--- src/rtl/alu_seq.sv ---
// Handshaked ALU: single-cycle logic/arith ops plus iterative unsigned multiply
// and restoring divide, with registered result, high half/remainder and flags.
module alu_seq #(
  parameter int WIDTH = 8,
  parameter int CNT_W = $clog2(WIDTH) + 1
) (
  input  logic             clk,
  input  logic             rst_n,
  input  logic             in_valid,
  output logic             in_ready,
  input  logic [WIDTH-1:0] a,
  input  logic [WIDTH-1:0] b,
  input  logic [3:0]       alu_ctrl,
  output logic             out_valid,
  input  logic             out_ready,
  output logic [WIDTH-1:0] result,
  output logic [WIDTH-1:0] result_hi,
  output logic             flag_z,
  output logic             flag_n,
  output logic             flag_c,
  output logic             flag_v,
  output logic             err
);

  typedef enum logic [1:0] {IDLE = 2'd0, BUSY = 2'd1, DONE = 2'd2} state_t;

  localparam logic [3:0] OP_ADD = 4'd0;
  localparam logic [3:0] OP_SUB = 4'd1;
  localparam logic [3:0] OP_AND = 4'd2;
  localparam logic [3:0] OP_OR  = 4'd3;
  localparam logic [3:0] OP_XOR = 4'd4;
  localparam logic [3:0] OP_NOT = 4'd5;
  localparam logic [3:0] OP_SHR = 4'd6;
  localparam logic [3:0] OP_SHL = 4'd7;
  localparam logic [3:0] OP_MUL = 4'd8;
  localparam logic [3:0] OP_DIV = 4'd9;

  localparam logic [WIDTH-1:0] W_B  = WIDTH'(WIDTH);
  localparam logic [CNT_W-1:0] LAST = CNT_W'(WIDTH - 1);
  localparam logic [CNT_W-1:0] ONE  = CNT_W'(1);

  state_t               state_r, state_s;
  logic [WIDTH-1:0]     a_r, b_r;
  logic [3:0]           op_r;
  logic [CNT_W-1:0]     cnt_r;
  logic [2*WIDTH-1:0]   acc_r, acc_s;

  logic                 iter_s, load_s;
  logic [WIDTH-1:0]     res_s, hi_s;
  logic                 c_s, v_s, err_s;
  logic [1:0]           zn_s;

  logic [WIDTH:0]       sum_s, diff_s;
  logic [WIDTH:0]       mul_sum_s, div_sh_s, div_sub_s;
  logic                 div_ge_s;
  logic [WIDTH-1:0]     div_rem_s;
  logic                 unused_s;

  function automatic logic [1:0] zn_flags(input logic [WIDTH-1:0] r);
    return {~|r, r[WIDTH-1]};
  endfunction

  assign in_ready  = (state_r == IDLE);
  assign out_valid = (state_r == DONE);

  assign iter_s = (alu_ctrl == OP_MUL) || ((alu_ctrl == OP_DIV) && (b != {WIDTH{1'b0}}));

  assign sum_s  = {1'b0, a} + {1'b0, b};
  assign diff_s = {1'b0, a} - {1'b0, b};

  // Multiply: acc = {partial product, multiplier}; divide: acc = {remainder, dividend/quotient}.
  assign mul_sum_s = {1'b0, acc_r[2*WIDTH-1:WIDTH]} + (acc_r[0] ? {1'b0, a_r} : {(WIDTH+1){1'b0}});
  assign div_sh_s  = {acc_r[2*WIDTH-1:WIDTH], acc_r[WIDTH-1]};
  assign div_ge_s  = (div_sh_s >= {1'b0, b_r});
  assign div_sub_s = div_sh_s - {1'b0, b_r};
  assign div_rem_s = div_ge_s ? div_sub_s[WIDTH-1:0] : div_sh_s[WIDTH-1:0];
  assign unused_s  = div_sub_s[WIDTH];

  // One shift-add or restoring-divide step per BUSY cycle.
  always_comb begin
    acc_s = acc_r;
    if (op_r == OP_MUL) begin
      acc_s = {mul_sum_s, acc_r[WIDTH-1:1]};
    end else begin
      acc_s = {div_rem_s, acc_r[WIDTH-2:0], div_ge_s};
    end
  end

  // State register.
  always_ff @(posedge clk or negedge rst_n) begin
    if (!rst_n) begin
      state_r <= IDLE;
    end else begin
      state_r <= state_s;
    end
  end

  // Next-state logic.
  always_comb begin
    state_s = state_r;
    case (state_r)
      IDLE: begin
        if (in_valid) begin
          state_s = iter_s ? BUSY : DONE;
        end else begin
          state_s = IDLE;
        end
      end
      BUSY: begin
        if (cnt_r == LAST) begin
          state_s = DONE;
        end else begin
          state_s = BUSY;
        end
      end
      DONE: begin
        if (out_ready) begin
          state_s = IDLE;
        end else begin
          state_s = DONE;
        end
      end
      default: state_s = IDLE;
    endcase
  end

  // Result/flag values to capture on entry to DONE.
  always_comb begin
    load_s = 1'b0;
    res_s  = {WIDTH{1'b0}};
    hi_s   = {WIDTH{1'b0}};
    c_s    = 1'b0;
    v_s    = 1'b0;
    err_s  = 1'b0;
    case (state_r)
      IDLE: begin
        if (in_valid && !iter_s) begin
          load_s = 1'b1;
          case (alu_ctrl)
            OP_ADD: begin
              res_s = sum_s[WIDTH-1:0];
              c_s   = sum_s[WIDTH];
              v_s   = (a[WIDTH-1] == b[WIDTH-1]) && (sum_s[WIDTH-1] != a[WIDTH-1]);
            end
            OP_SUB: begin
              res_s = diff_s[WIDTH-1:0];
              c_s   = diff_s[WIDTH];
              v_s   = (a[WIDTH-1] != b[WIDTH-1]) && (diff_s[WIDTH-1] != a[WIDTH-1]);
            end
            OP_AND: res_s = a & b;
            OP_OR:  res_s = a | b;
            OP_XOR: res_s = a ^ b;
            OP_NOT: res_s = ~a;
            OP_SHR: res_s = (b >= W_B) ? {WIDTH{1'b0}} : (a >> b);
            OP_SHL: res_s = (b >= W_B) ? {WIDTH{1'b0}} : (a << b);
            OP_DIV: begin
              res_s = {WIDTH{1'b1}};
              hi_s  = a;
              err_s = 1'b1;
            end
            default: begin
              res_s = {{(WIDTH-1){1'b0}}, 1'b1};
              err_s = 1'b1;
            end
          endcase
        end else begin
          load_s = 1'b0;
        end
      end
      BUSY: begin
        if (cnt_r == LAST) begin
          load_s = 1'b1;
          res_s  = acc_s[WIDTH-1:0];
          hi_s   = acc_s[2*WIDTH-1:WIDTH];
          if (op_r == OP_MUL) begin
            c_s = |acc_s[2*WIDTH-1:WIDTH];
          end else begin
            c_s = 1'b0;
          end
        end else begin
          load_s = 1'b0;
        end
      end
      default: load_s = 1'b0;
    endcase
  end

  assign zn_s = zn_flags(res_s);

  // Operand capture, iteration state and registered outputs.
  always_ff @(posedge clk or negedge rst_n) begin
    if (!rst_n) begin
      a_r       <= {WIDTH{1'b0}};
      b_r       <= {WIDTH{1'b0}};
      op_r      <= 4'd0;
      cnt_r     <= {CNT_W{1'b0}};
      acc_r     <= {(2*WIDTH){1'b0}};
      result    <= {WIDTH{1'b0}};
      result_hi <= {WIDTH{1'b0}};
      flag_z    <= 1'b0;
      flag_n    <= 1'b0;
      flag_c    <= 1'b0;
      flag_v    <= 1'b0;
      err       <= 1'b0;
    end else begin
      if ((state_r == IDLE) && in_valid) begin
        a_r   <= a;
        b_r   <= b;
        op_r  <= alu_ctrl;
        cnt_r <= {CNT_W{1'b0}};
        acc_r <= (alu_ctrl == OP_DIV) ? {{WIDTH{1'b0}}, a} : {{WIDTH{1'b0}}, b};
      end else if (state_r == BUSY) begin
        acc_r <= acc_s;
        if (cnt_r != LAST) begin
          cnt_r <= cnt_r + ONE;
        end
      end
      if (load_s) begin
        result    <= res_s;
        result_hi <= hi_s;
        flag_z    <= zn_s[1];
        flag_n    <= zn_s[0];
        flag_c    <= c_s;
        flag_v    <= v_s;
        err       <= err_s;
      end
    end
  end

endmodule
--- config.mk ---
export PLATFORM = sky130hd
export DESIGN_NAME = alu_seq
export DESIGN_NICKNAME = d
export VERILOG_FILES = /design/src/rtl/alu_seq.sv
export SDC_FILE = /design/constraint.sdc
export NUM_CORES = 1
export LEC_CHECK = 0
export ABC_CLOCK_PERIOD_IN_PS = 2880
export CORE_ASPECT_RATIO = 0.75
export CORE_MARGIN = 4
export CORE_UTILIZATION = 40
export DETAILED_ROUTE_END_ITERATION = 8
export GPL_TIMING_DRIVEN = 0
export PLACE_DENSITY = 0.63
export SLEW_MARGIN = 20
export SYNTH_ARGS = -nofsm -noshare
export SYNTH_HDL_FRONTEND = slang
export SYNTH_SLANG_ARGS = --single-unit
--- constraint.sdc ---
create_clock -name clk -period 2.88 [get_ports clk]
set_input_delay 0.432 -clock clk [delete_from_list [all_inputs] [get_ports clk]]
set_output_delay 0.432 -clock clk [all_outputs]
set_load 0.01 [all_outputs]
==> results of run 1 <==
[power breakdown]
group / switching (mW) / leakage, nW / total, mW / internal [mW]
Sequential: 0.231 / 0.798 / 1.38 / 1.15
Combinational: 1.63 / 2.26 / 2.85 / 1.22
Clock: 0.387 / 0.128 / 0.958 / 0.570
Total: 2.25 / 3.19 / 5.19 / 2.94
[metrics by stage]
step	util (%)	instances	hold slack, ns	TNS (ns)
after global placement	46.17	931	0.4598	-54.34
after floorplan	-	710	0.1364	0
after detailed placement	46.47	932	0.2774	-16.60
final	53.36	963	0.4792	0
after global routing	53.36	963	0.4973	-0.01217
after CTS	50.75	950	0.4768	-0.1164
[worst max-delay path: cells and delay by family]
family                 cells  cell delay [ns]
buffers and inverters      2             0.64
AOI/OAI and AO/OA          4             1.05
and+or+nand+nor            3             0.92
[state kept, by name, indices dropped and copies added (netlist names), 2 cells and up]
| register | flops |
|---|---|
| cnt_r | 4 |
| state_r | 2 |
| op_r | 4 |
| a_r | 8 |
| b_r | 8 |
| acc_r | 16 |
| result_hi | 8 |
| result | 8 |
[layout make-up]
| cell class | instances | share of cell area [%] |
|---|---|---|
| Buffer | 44 | 4.117 |
| Clock buffer | 10 | 3.100 |
| Clock inverter | 5 | 0.3727 |
| Inverter | 42 | 2.287 |
| Multi-Input combinational cell | 554 | 57.11 |
| Sequential cell | 62 | 21.02 |
| Tap cell | 175 | 2.965 |
| Timing Repair Buffer | 71 | 9.029 |
[repair_timing]
| item | in CTS | in global routing |
|---|---|---|
| pin swaps | 7 | 21 |
| endpoints found under the hold margin | 9 | 0 |
| endpoints found under the setup margin | 20 | 14 |
| resized for setup | 94 | 95 |
| hold buffers | 1 | 0 |
| setup buffers | 7 | 16 |
[cell usage in the layout (no fill, tap or decap), types with 8 or more instances in the layout]
master / synthesis / layout
nand2_1: 72 / 71
dfrtp_1: 62 / 61
o21ai_0: 63 / 57
nor2_1: 58 / 54
inv_1: 41 / 36
ha_1: 41 / 33
a21oi_1: 34 / 29
clkdlybuf4s50_1: 0 / 27
buf_4: 1 / 26
mux2i_1: 22 / 21
nand3_1: 21 / 20
clkbuf_1: 39 / 17
a22oi_1: 15 / 14
nor2b_1: 16 / 13
nor3_1: 14 / 11
a21o_1: 9 / 9
and2_1: 10 / 9
clkbuf_16: 0 / 9
nand4_1: 8 / 8
nor4_1: 11 / 8
dlymetal6s2s_1: 0 / 8
[metal layers]
layer	share of wire (%)	vias to the layer above	GRT usage (%)	routed length, um
met3	11	40	8.910	2405
met1	47	2966	40.28	10280
met5	0	-	0	0
met2	41	284	36.20	8905
li1	-	2753	-	-
met4	1.8	0	5.946	391
[logic make-up (layout without fill, tap and decap cells)]
group / after synthesis / after routing / share of synthesized area [%]
AO/OA/AOI/OAI: 216 / 216 / 25.28
XOR/XNOR: 9 / 9 / 1.380
adder cells (fa/ha/maj): 45 / 45 / 10.39
buffers and inverters: 94 / 172 / 6.420
flip-flops: 62 / 62 / 27.17
multiplexers: 34 / 34 / 7.209
AND/OR/NAND/NOR: 250 / 250 / 22.15
[path summary, 6_finish.rpt]
path / from / endpoint / slack [ns] / depth (start not counted)
worst min-delay path: result[5] / result[5] / 0.48 / 2
min in group asynchronous: rst_n / cnt_r[2] / 0.49 / 2
worst max-delay path: alu_ctrl[3] / flag_z / 0.05 / 9
max in group asynchronous: rst_n / acc_r[0] / 1.86 / 3
worst max register to register: acc_r[13] / flag_z / 0.11 / 8
worst min register to register: result[5] / result[5] / 0.48 / 2
==> flow_summary.ini, run 1 <==
[critical_path]
critPathSlowestCell = or4b_1
crit_path_max_fanout = 10
cp-end-kind = flip-flop
crit_path_cell_trace = clkdlybuf4s50_1 > clkbuf_4 > or4b_1 > a311oi_2 > a211o_1 > nor4_2 > a31o_1 > and3_1 > a32o_1
critPathLaunchType = input pin
arrival_ns = 3.04
critPathKind = in -> reg
slowest_delay_ns = 0.69
timing.critical_path.required_ns = 3.10

[layout]
area_growth_pct = 29.34
nNetsFinal = 853
diodes = 0
layout-drive-gt1-share_pct = 19.67
fillCellCount = 1290
final_cell_area_mm2 = 0.007386
multi_input_area_mm2 = 0.004218
seqCellArea_mm2 = 0.001553

[detailed_routing]
first_pass_iters = 5
via_per_inst = 6.275
drtIter0Drc = 725
ant_nets = 0
wl_per_cell_um = 22.83
via_count = 6043
drc_errors = 0
wl_um = 21990

[global_routing]
track_usage_pct = 26.56
grt_pass1_wl_um = 33980
grt-ovfl-total = 0
grt_pass1_vias = 5843
grt_antenna_before_repair = 0
grt_max_degree = 54

[timing]
hold_violations = 0
relSlewSlack_pct = 30.98
skew_ns = 0.004510
rsz0062_at_grt = true
setup_slack_ns = 0.05278
drv_slew = 0
min_period_ns = 2.827
post-route-period-util_pct = 98.17
fmax_mhz = 353.7
finalSetupViolCount = 0
worst_pin_slew_ns = 1.033

[clocking]
root_buffer = clkbuf_16
h-tree-depth = 3
clkSlewWorstSetupHoldPaths_ns = 0.05
cts.sinks = 62
cts_tree = done
clk_path_buf_depth = 2
cts_buffers = 9
worstSkewPairLatency_ns = 0.33

[synthesis]
synth_area_per_cell_um2 = 8.043
synthTopCellsByCount = nand2_1, o21ai_0, dfrtp_1
synth.net_count = 779
synth_cell_types = 72
synth_area_mm2 = 0.005710
ys_dominant_reg_cell = dfrtp_1
synth_area_leader_cell = dfrtp_1
synth-edff-count = 0
syn_inst = 710
async_flop_share_pct = 100.0
synth_most_common_cell = nand2_1
ys_warn_count = 0
ys_seq_area_share_pct = 27.17
yosys.area.top_type_share_pct = 27.17
postSynthRegisterBits = 62
synth.area.top_cells = dfrtp_1, ha_1, o21ai_0

[floorplanning]
ioPinCount = 47
initial_utilization_pct = 41.25
die_h_um = 111.5
num_rows = 37
core_area_mm2 = 0.01384
dieArea_mm2 = 0.01627
die_x_um = 146.0

[flow_run]
cap_violations = 0

[pwr]
vdd_drop_max_uv = 438.1
total_power_mw = 5.191
powerDensity_mw_per_mm2 = 702.9
power_leakage_nw = 3.190

[placed_design]
placed_area_mm2 = 0.006432
port_buffers = 46
dp_slack_ns = -1.536
globalplace.congestion = 0.9444
place_hpwl_um = 16640

[outcome]
status = complete, no violations

[min_path]
hp-class = reg -> reg
Note: power is estimated with default switching activity, not from simulation.
==> inputs of run 2 (changes only) <==
--- a/config.mk
+++ b/config.mk
@@ -8,10 +8,10 @@
 export ABC_CLOCK_PERIOD_IN_PS = 2880
 export CORE_ASPECT_RATIO = 0.75
 export CORE_MARGIN = 4
-export CORE_UTILIZATION = 40
+export CORE_UTILIZATION = 45
 export DETAILED_ROUTE_END_ITERATION = 8
 export GPL_TIMING_DRIVEN = 0
-export PLACE_DENSITY = 0.63
+export PLACE_DENSITY = 0.68
 export SLEW_MARGIN = 20
 export SYNTH_ARGS = -nofsm -noshare
 export SYNTH_HDL_FRONTEND = slang
==> run 2 against run 1 <==
  * Clock power rose by 13%
  * Total power rose by 2.2%
  * Register-to-register slack barely moved
  * Die area fell by 10%
  * Critical path depth rose by 2
  * Combinational power barely moved
  * Routed wire length fell by 0.17%
  * Core utilization rose by 7.1 points
  * Clock-buffer cell count rose by 1
  * Highest routed layer unchanged
==> flow_summary.ini, run 2 (same netlist as run 1, synthesis figures left out) <==
[clocking]
clkSlewWorstSetupHoldPaths_ns = 0.05
h-tree-depth = 3
cts_buffers = 9
cts_tree = done
root_buffer = clkbuf_16
worstSkewPairLatency_ns = 0.34
cts.sinks = 62
clk_path_buf_depth = 2

[outcome]
status = complete, no violations

[timing]
post-route-period-util_pct = 98.26
holdWs_ns = 0.4789
drv_slew = 0
setup_slack_ns = 0.05024
fmax_mhz = 353.4
min_period_ns = 2.830
setup_tns_ns = 0
hold_violations = 0
skew_ns = 0.004362
finalSetupViolCount = 0
worst_pin_slew_ns = 1.048
relSlewSlack_pct = 29.96

[layout]
final_common_cell = nand2_1
top_register = acc_r
postLayoutCoreUtil_pct = 60.46
diodes = 0
nNetsFinal = 856
area_growth_pct = 30.74
largest_reg_flops = 16
layout-drive-gt1-share_pct = 20.58
stdcell_count = 958
final_cell_area_mm2 = 0.007466
final_cell_mix = nand2_1, dfrtp_1, o21ai_0

[global_routing]
grt_max_degree = 46
track_usage_pct = 29.64
grt_pass1_wl_um = 34090
grt-ovfl-total = 0
grt_antenna_before_repair = 0
grt_pass1_vias = 5983

[floorplanning]
num_rows = 35
core_area_mm2 = 0.01235
initial_utilization_pct = 46.24
ioPinCount = 47
die_x_um = 138.1
die_h_um = 105.6
dieArea_mm2 = 0.01457

[detailed_routing]
wl_per_cell_um = 22.91
ant_nets = 0
dr_wl_met3_um = 2550
wl_met2_um = 8877
via_per_inst = 6.514
via_count = 6240
top_layer = met4
drc_errors = 0
wl_met1_um = 9985
first_pass_iters = 5
drtIter0Drc = 796
wl_um = 21950

[critical_path]
cp-end-kind = flip-flop
ff2ff_path_depth = 12
arrival_ns = 3.06
timing.critical_path.required_ns = 3.11
critPathLaunchType = input pin
crit_path_max_fanout = 10
critPathKind = in -> reg

[placed_design]
placed_area_mm2 = 0.006415
dp_slack_ns = -1.492
dp.cells = 923
port_buffers = 46
place_hpwl_um = 16320
globalplace.congestion = 1.016

[pwr]
vdd_drop_max_uv = 429.4
power_leakage_nw = 3.184
total_power_mw = 5.305
powerDensity_mw_per_mm2 = 710.6

[flow_run]
cap_violations = 0

[min_path]
hp-class = reg -> reg
holdPathStages = 1
-- run 2: worst paths after layout --
kind | start | endpoint | slack (ns)
max | alu_ctrl[2] | flag_z | 0.05
min | result[3] | result[3] | 0.48
max reg2reg | acc_r[0] | flag_c | 0.11
max in group asynchronous | rst_n | acc_r[0] | 1.84
min reg2reg | result[3] | result[3] | 0.48
min in group asynchronous | rst_n | state_r[1] | 0.51
-- run 2: routing by layer --
metal | vias up | GRT usage [%]
met3 | 59 | 10.07
li1 | 2763 | -
met5 | - | 0
met4 | 0 | 6.417
met2 | 380 | 40.98
met1 | 3038 | 44.38
-- run 2: power breakdown --
part	internal [mW]	total, mW	leakage, nW	switching [mW]
clock	0.671	1.08	0.140	0.405
combinational	1.23	2.85	2.25	1.62
sequential	1.15	1.38	0.798	0.225
-- run 2: area by class of cell --
class                   count  area, um^2
plain buffers              45       302.8
inverters                  42       168.9
multi-input cells         554        4254
well taps                 166       207.7
clock inverters             5       60.06
repair buffers             73       686.9
clock buffers              11       232.7
flip-flops and latches     62        1553
fillers                  1124        4883
-- run 2: repair_timing --
action,4_1_cts,5_1_grt
hold buffers,1,0
pin swaps,11,17
buffers inserted,12,13
setup endpoints to repair,20,16
resized for setup,116,75
cloned,0,0
endpoints found under the hold margin,17,0
-- run 2: worst max-delay path, stage by stage --
cell and delay (ns):
clkdlybuf4s50_1 0.48, clkbuf_4 0.24, nor3b_4 0.37, buf_12 0.16, nand4_1 0.10, buf_4 0.19
a211oi_2 0.28, nor4_1 0.13, a31o_1 0.25, and3_1 0.18, a32o_1 0.24
==> inputs of run 3 (changes only) <==
--- a/config.mk
+++ b/config.mk
@@ -6,6 +6,7 @@
 export NUM_CORES = 1
 export LEC_CHECK = 0
 export ABC_CLOCK_PERIOD_IN_PS = 2880
+export CAP_MARGIN = 5
 export CORE_ASPECT_RATIO = 0.75
 export CORE_MARGIN = 4
 export CORE_UTILIZATION = 45
==> results of run 3 <==
Final layout, timing and power as in run 2 (identical DEF).
